**config.mk**
```make
export PLATFORM = sky130hd
export DESIGN_NAME = mc_controller
export DESIGN_NICKNAME = d
export VERILOG_FILES = /design/src/rtl/mc_ctrl_pkg.sv /design/src/rtl/mc_alu_dec.sv /design/src/rtl/mc_controller.sv
export SDC_FILE = /design/constraint.sdc
export NUM_CORES = 1
export LEC_CHECK = 0
export BUFFER_PORTS_ARGS = -buffer_cell sky130_fd_sc_hd__buf_4
export CAP_MARGIN = 20
export CORE_MARGIN = 2
export CORE_UTILIZATION = 45
export CTS_BUF_LIST = sky130_fd_sc_hd__clkbuf_16
export DETAILED_ROUTE_END_ITERATION = 7
export PLACE_DENSITY = 0.82
export SLEW_MARGIN = 10
export SYNTH_ARGS = -nofsm -noshare
export SYNTH_HDL_FRONTEND = slang
export SYNTH_HIERARCHICAL = 1
export SYNTH_SLANG_ARGS = --single-unit
```
**constraint.sdc**
```tcl
create_clock -name clk -period 4.1 [get_ports clk]
set_input_delay 0.82 -clock clk [delete_from_list [all_inputs] [get_ports clk]]
set_output_delay 0.82 -clock clk [all_outputs]
set_load 0.05 [all_outputs]
```
**src/rtl/mc_ctrl_pkg.sv**
```systemverilog
// mc_ctrl_pkg: shared definitions for the multicycle RISC-V controller.
// Contents: FSM state enum, supported opcodes, ALUOp, ALUControl and
// ImmSrc codes.
// Ports: none (package).
package mc_ctrl_pkg;

    typedef enum logic [3:0] {
        S_FETCH    = 4'd0,
        S_DECODE   = 4'd1,
        S_MEMADR   = 4'd2,
        S_MEMREAD  = 4'd3,
        S_MEMWB    = 4'd4,
        S_MEMWRITE = 4'd5,
        S_EXECR    = 4'd6,
        S_EXECI    = 4'd7,
        S_ALUWB    = 4'd8,
        S_BRANCH   = 4'd9,
        S_JAL      = 4'd10
    } state_t;

    localparam logic [6:0] OP_LW     = 7'b0000011;
    localparam logic [6:0] OP_SW     = 7'b0100011;
    localparam logic [6:0] OP_RTYPE  = 7'b0110011;
    localparam logic [6:0] OP_ITYPE  = 7'b0010011;
    localparam logic [6:0] OP_BRANCH = 7'b1100011;
    localparam logic [6:0] OP_JAL    = 7'b1101111;

    localparam logic [1:0] ALUOP_ADD   = 2'b00;
    localparam logic [1:0] ALUOP_SUB   = 2'b01;
    localparam logic [1:0] ALUOP_FUNCT = 2'b10;

    localparam logic [3:0] ALU_ADD = 4'b0000;
    localparam logic [3:0] ALU_SUB = 4'b0001;
    localparam logic [3:0] ALU_AND = 4'b0010;
    localparam logic [3:0] ALU_OR  = 4'b0011;
    localparam logic [3:0] ALU_XOR = 4'b0100;
    localparam logic [3:0] ALU_SLT = 4'b0101;
    localparam logic [3:0] ALU_SLL = 4'b0110;
    localparam logic [3:0] ALU_SRL = 4'b0111;

    localparam logic [2:0] IMM_I = 3'b000;
    localparam logic [2:0] IMM_S = 3'b001;
    localparam logic [2:0] IMM_B = 3'b010;
    localparam logic [2:0] IMM_J = 3'b011;

endpackage

```
**src/rtl/mc_alu_dec.sv**
```systemverilog
// mc_alu_dec: ALUControl decoder.
// Ports:
//   alu_op      in  2  ALUOp from the controller FSM
//   funct3      in  3  Instr[14:12]
//   op5         in  1  Instr[5] (distinguishes R-type from I-type)
//   funct7b5    in  1  Instr[30]
//   alu_control out 4  ALU operation code
module mc_alu_dec
    import mc_ctrl_pkg::*;
(
    input  logic [1:0] alu_op,
    input  logic [2:0] funct3,
    input  logic       op5,
    input  logic       funct7b5,
    output logic [3:0] alu_control
);

    always_comb begin
        alu_control = ALU_ADD;
        case (alu_op)
            ALUOP_ADD: alu_control = ALU_ADD;
            ALUOP_SUB: alu_control = ALU_SUB;
            ALUOP_FUNCT: begin
                case (funct3)
                    3'b000:  alu_control = (op5 & funct7b5) ? ALU_SUB : ALU_ADD;
                    3'b001:  alu_control = ALU_SLL;
                    3'b010:  alu_control = ALU_SLT;
                    3'b011:  alu_control = ALU_ADD;
                    3'b100:  alu_control = ALU_XOR;
                    3'b101:  alu_control = ALU_SRL;
                    3'b110:  alu_control = ALU_OR;
                    3'b111:  alu_control = ALU_AND;
                    default: alu_control = ALU_ADD;
                endcase
            end
            default: alu_control = ALU_ADD;
        endcase
    end

endmodule

```
**src/rtl/mc_controller.sv**
```systemverilog
// mc_controller: Moore-FSM control unit for a multicycle RISC-V datapath.
// Ports:
//   clk, reset                     in   clock, synchronous active-high reset
//   op[6:0], funct3[2:0], funct7b5 in   instruction fields
//   Zero, Con_BGT, Con_BLT         in   ALU flags
//   PCWrite, AdrSrc, MemWrite,
//   IRWrite, RegWrite              out  datapath strobes / selects
//   ResultSrc, ALUSrcA, ALUSrcB    out  2-bit mux selects
//   ImmSrc[2:0]                    out  immediate format (from op only)
//   ALUControl[3:0]                out  ALU operation
//   Illegal                        out  pulses in DECODE on an unsupported op
//   State[3:0]                     out  current state, for debug
// Build option: define MC_CTRL_BRANCH_EXT_EN to add blt/bge/bgt-style
// branches (funct3 100/101/110) using Con_BLT/Con_BGT.
module mc_controller
    import mc_ctrl_pkg::*;
(
    input  logic       clk,
    input  logic       reset,
    input  logic [6:0] op,
    input  logic [2:0] funct3,
    input  logic       funct7b5,
    input  logic       Zero,
    input  logic       Con_BGT,
    input  logic       Con_BLT,
    output logic       PCWrite,
    output logic       AdrSrc,
    output logic       MemWrite,
    output logic       IRWrite,
    output logic       RegWrite,
    output logic [1:0] ResultSrc,
    output logic [1:0] ALUSrcA,
    output logic [1:0] ALUSrcB,
    output logic [2:0] ImmSrc,
    output logic [3:0] ALUControl,
    output logic       Illegal,
    output logic [3:0] State
);

    state_t     state, state_next;
    logic [1:0] alu_op;
    logic       branch_taken;
    logic       op_supported;

    always_comb begin
        case (op)
            OP_LW, OP_SW, OP_RTYPE, OP_ITYPE, OP_BRANCH, OP_JAL: op_supported = 1'b1;
            default:                                             op_supported = 1'b0;
        endcase
    end

    always_comb begin
        branch_taken = 1'b0;
        case (funct3)
            3'b000: branch_taken = Zero;
            3'b001: branch_taken = ~Zero;
`ifdef MC_CTRL_BRANCH_EXT_EN
            3'b100: branch_taken = Con_BLT;
            3'b101: branch_taken = ~Con_BLT;
            3'b110: branch_taken = Con_BGT;
`endif
            default: branch_taken = 1'b0;
        endcase
    end

`ifndef MC_CTRL_BRANCH_EXT_EN
    logic unused_flags;
    assign unused_flags = Con_BGT ^ Con_BLT;
`endif

    // State register
    always_ff @(posedge clk) begin
        if (reset) state <= S_FETCH;
        else       state <= state_next;
    end

    // Next-state logic
    always_comb begin
        state_next = S_FETCH;
        case (state)
            S_FETCH: state_next = S_DECODE;
            S_DECODE: begin
                case (op)
                    OP_LW, OP_SW: state_next = S_MEMADR;
                    OP_RTYPE:     state_next = S_EXECR;
                    OP_ITYPE:     state_next = S_EXECI;
                    OP_BRANCH:    state_next = S_BRANCH;
                    OP_JAL:       state_next = S_JAL;
                    default:      state_next = S_FETCH;
                endcase
            end
            S_MEMADR:  state_next = (op == OP_SW) ? S_MEMWRITE : S_MEMREAD;
            S_MEMREAD: state_next = S_MEMWB;
            S_EXECR, S_EXECI, S_JAL: state_next = S_ALUWB;
            S_MEMWB, S_MEMWRITE, S_ALUWB, S_BRANCH: state_next = S_FETCH;
            default:   state_next = S_FETCH;
        endcase
    end

    // Output logic; while reset is high the FETCH selects are shown with
    // every strobe held low, regardless of the state still registered.
    always_comb begin
        PCWrite   = 1'b0;
        AdrSrc    = 1'b0;
        MemWrite  = 1'b0;
        IRWrite   = 1'b0;
        RegWrite  = 1'b0;
        ResultSrc = 2'b00;
        ALUSrcA   = 2'b00;
        ALUSrcB   = 2'b00;
        alu_op    = ALUOP_ADD;
        Illegal   = 1'b0;
        State     = state;
        if (reset) begin
            ALUSrcB   = 2'b10;
            ResultSrc = 2'b10;
            State     = S_FETCH;
        end else begin
            case (state)
                S_FETCH: begin
                    IRWrite   = 1'b1;
                    ALUSrcB   = 2'b10;
                    ResultSrc = 2'b10;
                    PCWrite   = 1'b1;
                end
                S_DECODE: begin
                    ALUSrcA = 2'b01;
                    ALUSrcB = 2'b01;
                    Illegal = ~op_supported;
                end
                S_MEMADR: begin
                    ALUSrcA = 2'b10;
                    ALUSrcB = 2'b01;
                end
                S_MEMREAD: AdrSrc = 1'b1;
                S_MEMWB: begin
                    ResultSrc = 2'b01;
                    RegWrite  = 1'b1;
                end
                S_MEMWRITE: begin
                    AdrSrc   = 1'b1;
                    MemWrite = 1'b1;
                end
                S_EXECR: begin
                    ALUSrcA = 2'b10;
                    alu_op  = ALUOP_FUNCT;
                end
                S_EXECI: begin
                    ALUSrcA = 2'b10;
                    ALUSrcB = 2'b01;
                    alu_op  = ALUOP_FUNCT;
                end
                S_ALUWB: RegWrite = 1'b1;
                S_BRANCH: begin
                    ALUSrcA = 2'b10;
                    alu_op  = ALUOP_SUB;
                    PCWrite = branch_taken;
                end
                S_JAL: begin
                    ALUSrcA = 2'b01;
                    ALUSrcB = 2'b10;
                    PCWrite = 1'b1;
                end
                default: ;
            endcase
        end
    end

    always_comb begin
        case (op)
            OP_SW:     ImmSrc = IMM_S;
            OP_BRANCH: ImmSrc = IMM_B;
            OP_JAL:    ImmSrc = IMM_J;
            default:   ImmSrc = IMM_I;
        endcase
    end

    mc_alu_dec u_alu_dec (
        .alu_op      (alu_op),
        .funct3      (funct3),
        .op5         (op[5]),
        .funct7b5    (funct7b5),
        .alu_control (ALUControl)
    );

endmodule

```
Yosys cells after proc, flatten, opt, wreduce, memory -nomap -nowiden
Cells that the tools add are included.
Storage, ports and cells
  flip-flop bits (word level): 4
  output and inout port bits: 23
  logic and storage cells: 71
Operators by class
  eq/ne operators: 25
  multiplexer cells: 30
  bitwise gates (word level): 3
  reductions and logical operators: 12
Operators by type and width (number)
  case mux 4 bit (5 select lines): 2
  case mux 4 bit (8 select lines): 1
  == test 4 x 3 -> 1 bit (second input constant): 4
  case mux 2 bit (2 select lines): 4
  == test 7 x 6 -> 1 bit (second input constant): 2
  == test 7 bit (second input constant): 2
  two-way mux 1 bit: 13
  == test 3 bit (second input constant): 4
  == test 4 bit (second input constant): 3
  OR reduction 2 bit: 6
  == test 4 x 2 -> 1 bit (second input constant): 2
  two-way mux 2 bit: 4
  case mux 4 bit (2 select lines): 1
  == test 7 x 2 -> 1 bit (second input constant): 1
  == test 7 x 5 -> 1 bit (second input constant): 1
  == test 3 x 2 -> 1 bit (second input constant): 2
  case mux 2 bit (3 select lines): 1
  OR reduction 3 bit: 2
  OR reduction 6 bit: 1
  == test 4 x 1 -> 1 bit (second input constant): 1
  zero test 4 bit: 1
  two-way mux 4 bit: 1
  case mux 1 bit (2 select lines): 2
  OR reduction 4 bit: 1
  other kinds (7): 8

Logic depth before layout (Yosys ltp)
  depth after elaboration: 6
  depth in mapped cells: 10
  mapped depth without buffers: 8

Modules after synthesis
The synthesis kept the hierarchy.
By module, submodules not included
  mc_controller: times used 1, cells each 82, area each 543.0 um2, seq. area each 80.1 um2
  mc_alu_dec: times used 1, cells each 18, area each 128.9 um2, seq. area each 0.0 um2

Worst setup path before layout
OpenSTA, ideal clock, no wires.
  kind: in2out
  start: in reset
  end: out ALUControl[1]
  arrival: 2.856 ns
  path slack: 0.424 ns
  cell stages on the path: 5
  cells stage by stage: clkbuf_1 > nor4b_1 > inv_1 > ha_1 > nor3_1
Between the ends
  word-level cells in the longest chain between the ends: 3
Ends and longest elaborated chain
  from (decl): RTL line mc_controller.sv:19  | input logic reset,
  two-way mux 2 bit *: RTL line mc_controller.sv:114  | if (reset) begin
  net alu_op[0]: RTL line mc_controller.sv:41  | logic [1:0] alu_op;
  == test 2 bit / == test 2 x 1 -> 1 bit (equally long branches): RTL line mc_alu_dec.sv:20  | case (alu_op)
  case mux 4 bit (2 select lines) *: RTL line mc_alu_dec.sv:20
  to (decl): RTL line mc_controller.sv:35  | output logic [3:0] ALUControl,
The timed path passes the listed nets; every way through them passes the cells marked *.

Worst setup path after layout
  start: reg state[0]
  end: out ALUControl[1]
Between the ends
  word-level cells in the longest chain between the ends: 6
Ends and longest elaborated chain
  from (decl): RTL line mc_controller.sv:40  | state_t state, state_next;
  from (signal assigned): RTL line mc_controller.sv:74  | else state <= state_next;
  == test 4 x 3 -> 1 bit: RTL line mc_controller.sv:119  | case (state)
  OR reduction 2 bit (no source line)
  case mux 2 bit (2 select lines) *: RTL line mc_controller.sv:119
  two-way mux 2 bit *: RTL line mc_controller.sv:114
  net alu_op[0]: RTL line mc_controller.sv:41
  == test 2 bit / == test 2 x 1 -> 1 bit (equally long branches): RTL line mc_alu_dec.sv:20
  case mux 4 bit (2 select lines) *: RTL line mc_alu_dec.sv:20
Marks and branches as above.

==> metrics.txt <==
Slew @ Worst Pin 0.521 ns; postcts setup bufs 0; ys flop type dfxtp_1; Leak 0.439 nW; Clk pwr share 0.561; Syn. warnings 6; Switching Power 0.0000749 W; number of enable flip-flop cells after synthesis 0; post-route ant nets 0; final setup TNS 0 ns; Mapped Cells 100; HP Class reg2reg; first-pass GRT wire length 2870 um; Worst Path Required 3.28 ns; Post-Syn Area per Cell 6.72 um^2; Slew HR 0.652; Area Overhead vs Synth 45.1%; syn_nets 118; status finished clean; kind of cell adding the most delay to the critical path simple AND/OR/NAND/NOR gates; CTS tree done; #FFs+latches synth 4; clk sinks 4; critical path's largest stage delay 0.63 ns; H-tree depth 1; Die Wd 42.6 um; Vias/cell 5.62; Period Utilization, post-route 0.771; grt total ovfl 0; Row Count 13; slowest CP cell dfxtp_1; Core Box Area 0.00135 mm^2; biggest regs state (4); fmax 316 MHz; via count 804; Arrival @ worst endpoint 2.34 ns; Pint 0.000191 W; Clock Pin Slew Worst Setup and Hold Paths 0.03 ns; Num CTS Buffers 3; PortBufs 34; Total Wirelength 1850 um; RSZ-0062 raised after global routing false; Top reg by flops state; peak supply drop 0.220 mV; CTS Buffer Depth 2; Post-CTS Resized 0; max-slew violations 0; initial core utilization 0.498; # IOs 39; Skew-Pair Late Insertion Delay 0.22 ns; antenna cells 0; largest net degree at the start of global routing 17; sequential power share 0.165; combinational power share 0.274; switch share 0.282; initial antenna violation count 0; Mapped Area 672 um^2; sequential area share after synthesis 0.119; Final setup viols 0; asr flop ratio synth 0; final clock skew 0.00206 ns; gpl congestion 0.748; crit-path max FO 16; drt initial violations 26; Hold-fix buffers, CTS 0; Final min period 3.16 ns; die area 0.00182 mm^2; HPWL Detailed 1430 um; Crit Path Class reg2out; Root Driver clkbuf_16; FILL cells 133; CP Cell Sequence nand2_1 > nor4b_1 > inv_1 > ha_1 > nor3_1 > buf_4; WHS 0.683 ns; vias in the first global route 664; CP Launch Type flip-flop; Routed WL per cell 12.9 um; maxcap violations 0; nets@finish 148; DRC viols 0; commonest non-fill, non-tap cell in the layout buf_4; Die H 42.6 um; GRT Overall Usage 0.202; Buf/Inv on CP 2; Synth cell types 36; most frequent cells in the layout 34 x buf_4, 12 x nor3_1, 11 x nor2_1; Pwr Density 272 mW/mm^2; endpoint class of the critical path output pin; share of cells above drive strength 1 0.313; max reg flops 4; Final Hold Fails 0; Pre-antenna DRT Iters 4
-- synthesized netlist by cell type, types with 2 or more instances --
master	n	area, um^2
nor2_1	11	41.3
xnor2_1	2	17.5
conb_1	2	7.51
ha_1	2	25.0
a21oi_1	5	25.0
buf_2	4	20.0
nand2b_1	4	25.0
xor2_1	3	26.3
nand4_1	2	12.5
buf_4	2	15.0
clkbuf_1	3	11.3
dfxtp_1	4	80.1
mux2i_1	2	20.0
nor2b_1	6	37.5
nor3_1	12	60.1
nand2_1	3	11.3
inv_1	6	22.5
or3_1	3	18.8
nor4_1	3	18.8
o21ai_1	2	10.0
o22a_1	3	26.3
a211oi_1	2	15.0
-- final timing paths --
check	slack, ns	startpoint	end	cells past startpoint
max	0.94	state[0]$_SDFF_PP0_	ALUControl[1]	6
min	0.68	state[0]$_SDFF_PP0_	state[0]$_SDFF_PP0_	1
max reg2reg	2.55	state[2]$_SDFF_PP0_	state[1]$_SDFF_PP0_	3
min reg2reg	0.68	state[0]$_SDFF_PP0_	state[0]$_SDFF_PP0_	1
-- power by group through the flow --
stage          Sequential [W]  Combinational (W)  Clock [W]
5_1_grt             0.0000440          0.0000774   0.000155
6_report            0.0000438          0.0000726   0.000149
3_3_place_gp        0.0000442          0.0000706          0
4_1_cts             0.0000436          0.0000725   0.000150
3_5_place_dp        0.0000440          0.0000722          0
2_1_floorplan       0.0000417          0.0000490          0
-- metal layers --
metal  up-vias  share of wire  global-route usage
met1       364           0.42               0.256
met2        29           0.52               0.342
met5         -              0                   0
li1        411              -                   -
met4         0              0              0.0375
met3         0          0.065              0.0517
-- stage by stage --
| step | std cells | util | setup slack (ns) | instance area, um^2 | total power, W |
|---|---|---|---|---|---|
| finish | 143 | 0.722 | 0.938 | 975 | 0.000265 |
| global route | 143 | 0.722 | 0.780 | 975 | 0.000276 |
| CTS | 143 | 0.722 | 0.924 | 975 | 0.000266 |
| detailed placement | 140 | 0.666 | 1.02 | 900 | 0.000116 |
| global placement | 140 | 0.666 | 1.07 | 900 | 0.000115 |
| floorplan | 100 | - | 0.424 | 672 | 0.0000906 |
-- cell families (layout without fill, tap and decap cells) --
kind of cell    Yosys count  in the layout  synth area share
compound gates           19             19             0.209
other cells               2              2            0.0112
mux                       2              2            0.0298
fa+ha+maj                 2              2            0.0372
buf+inv                  16             44             0.108
flops                     4              4             0.119
xor+xnor                  5              5            0.0652
simple gates             50             50             0.421
-- cell type report --
class,instances,area [um^2],area share
inverters,7,26.3,0.0270
well taps,15,18.8,0.0193
flip-flops and latches,4,80.1,0.0822
clock buffers,3,75.1,0.0770
multi-input cells,80,519,0.533
repair buffers,34,255,0.262
Power figures use the tool's default switching activity.
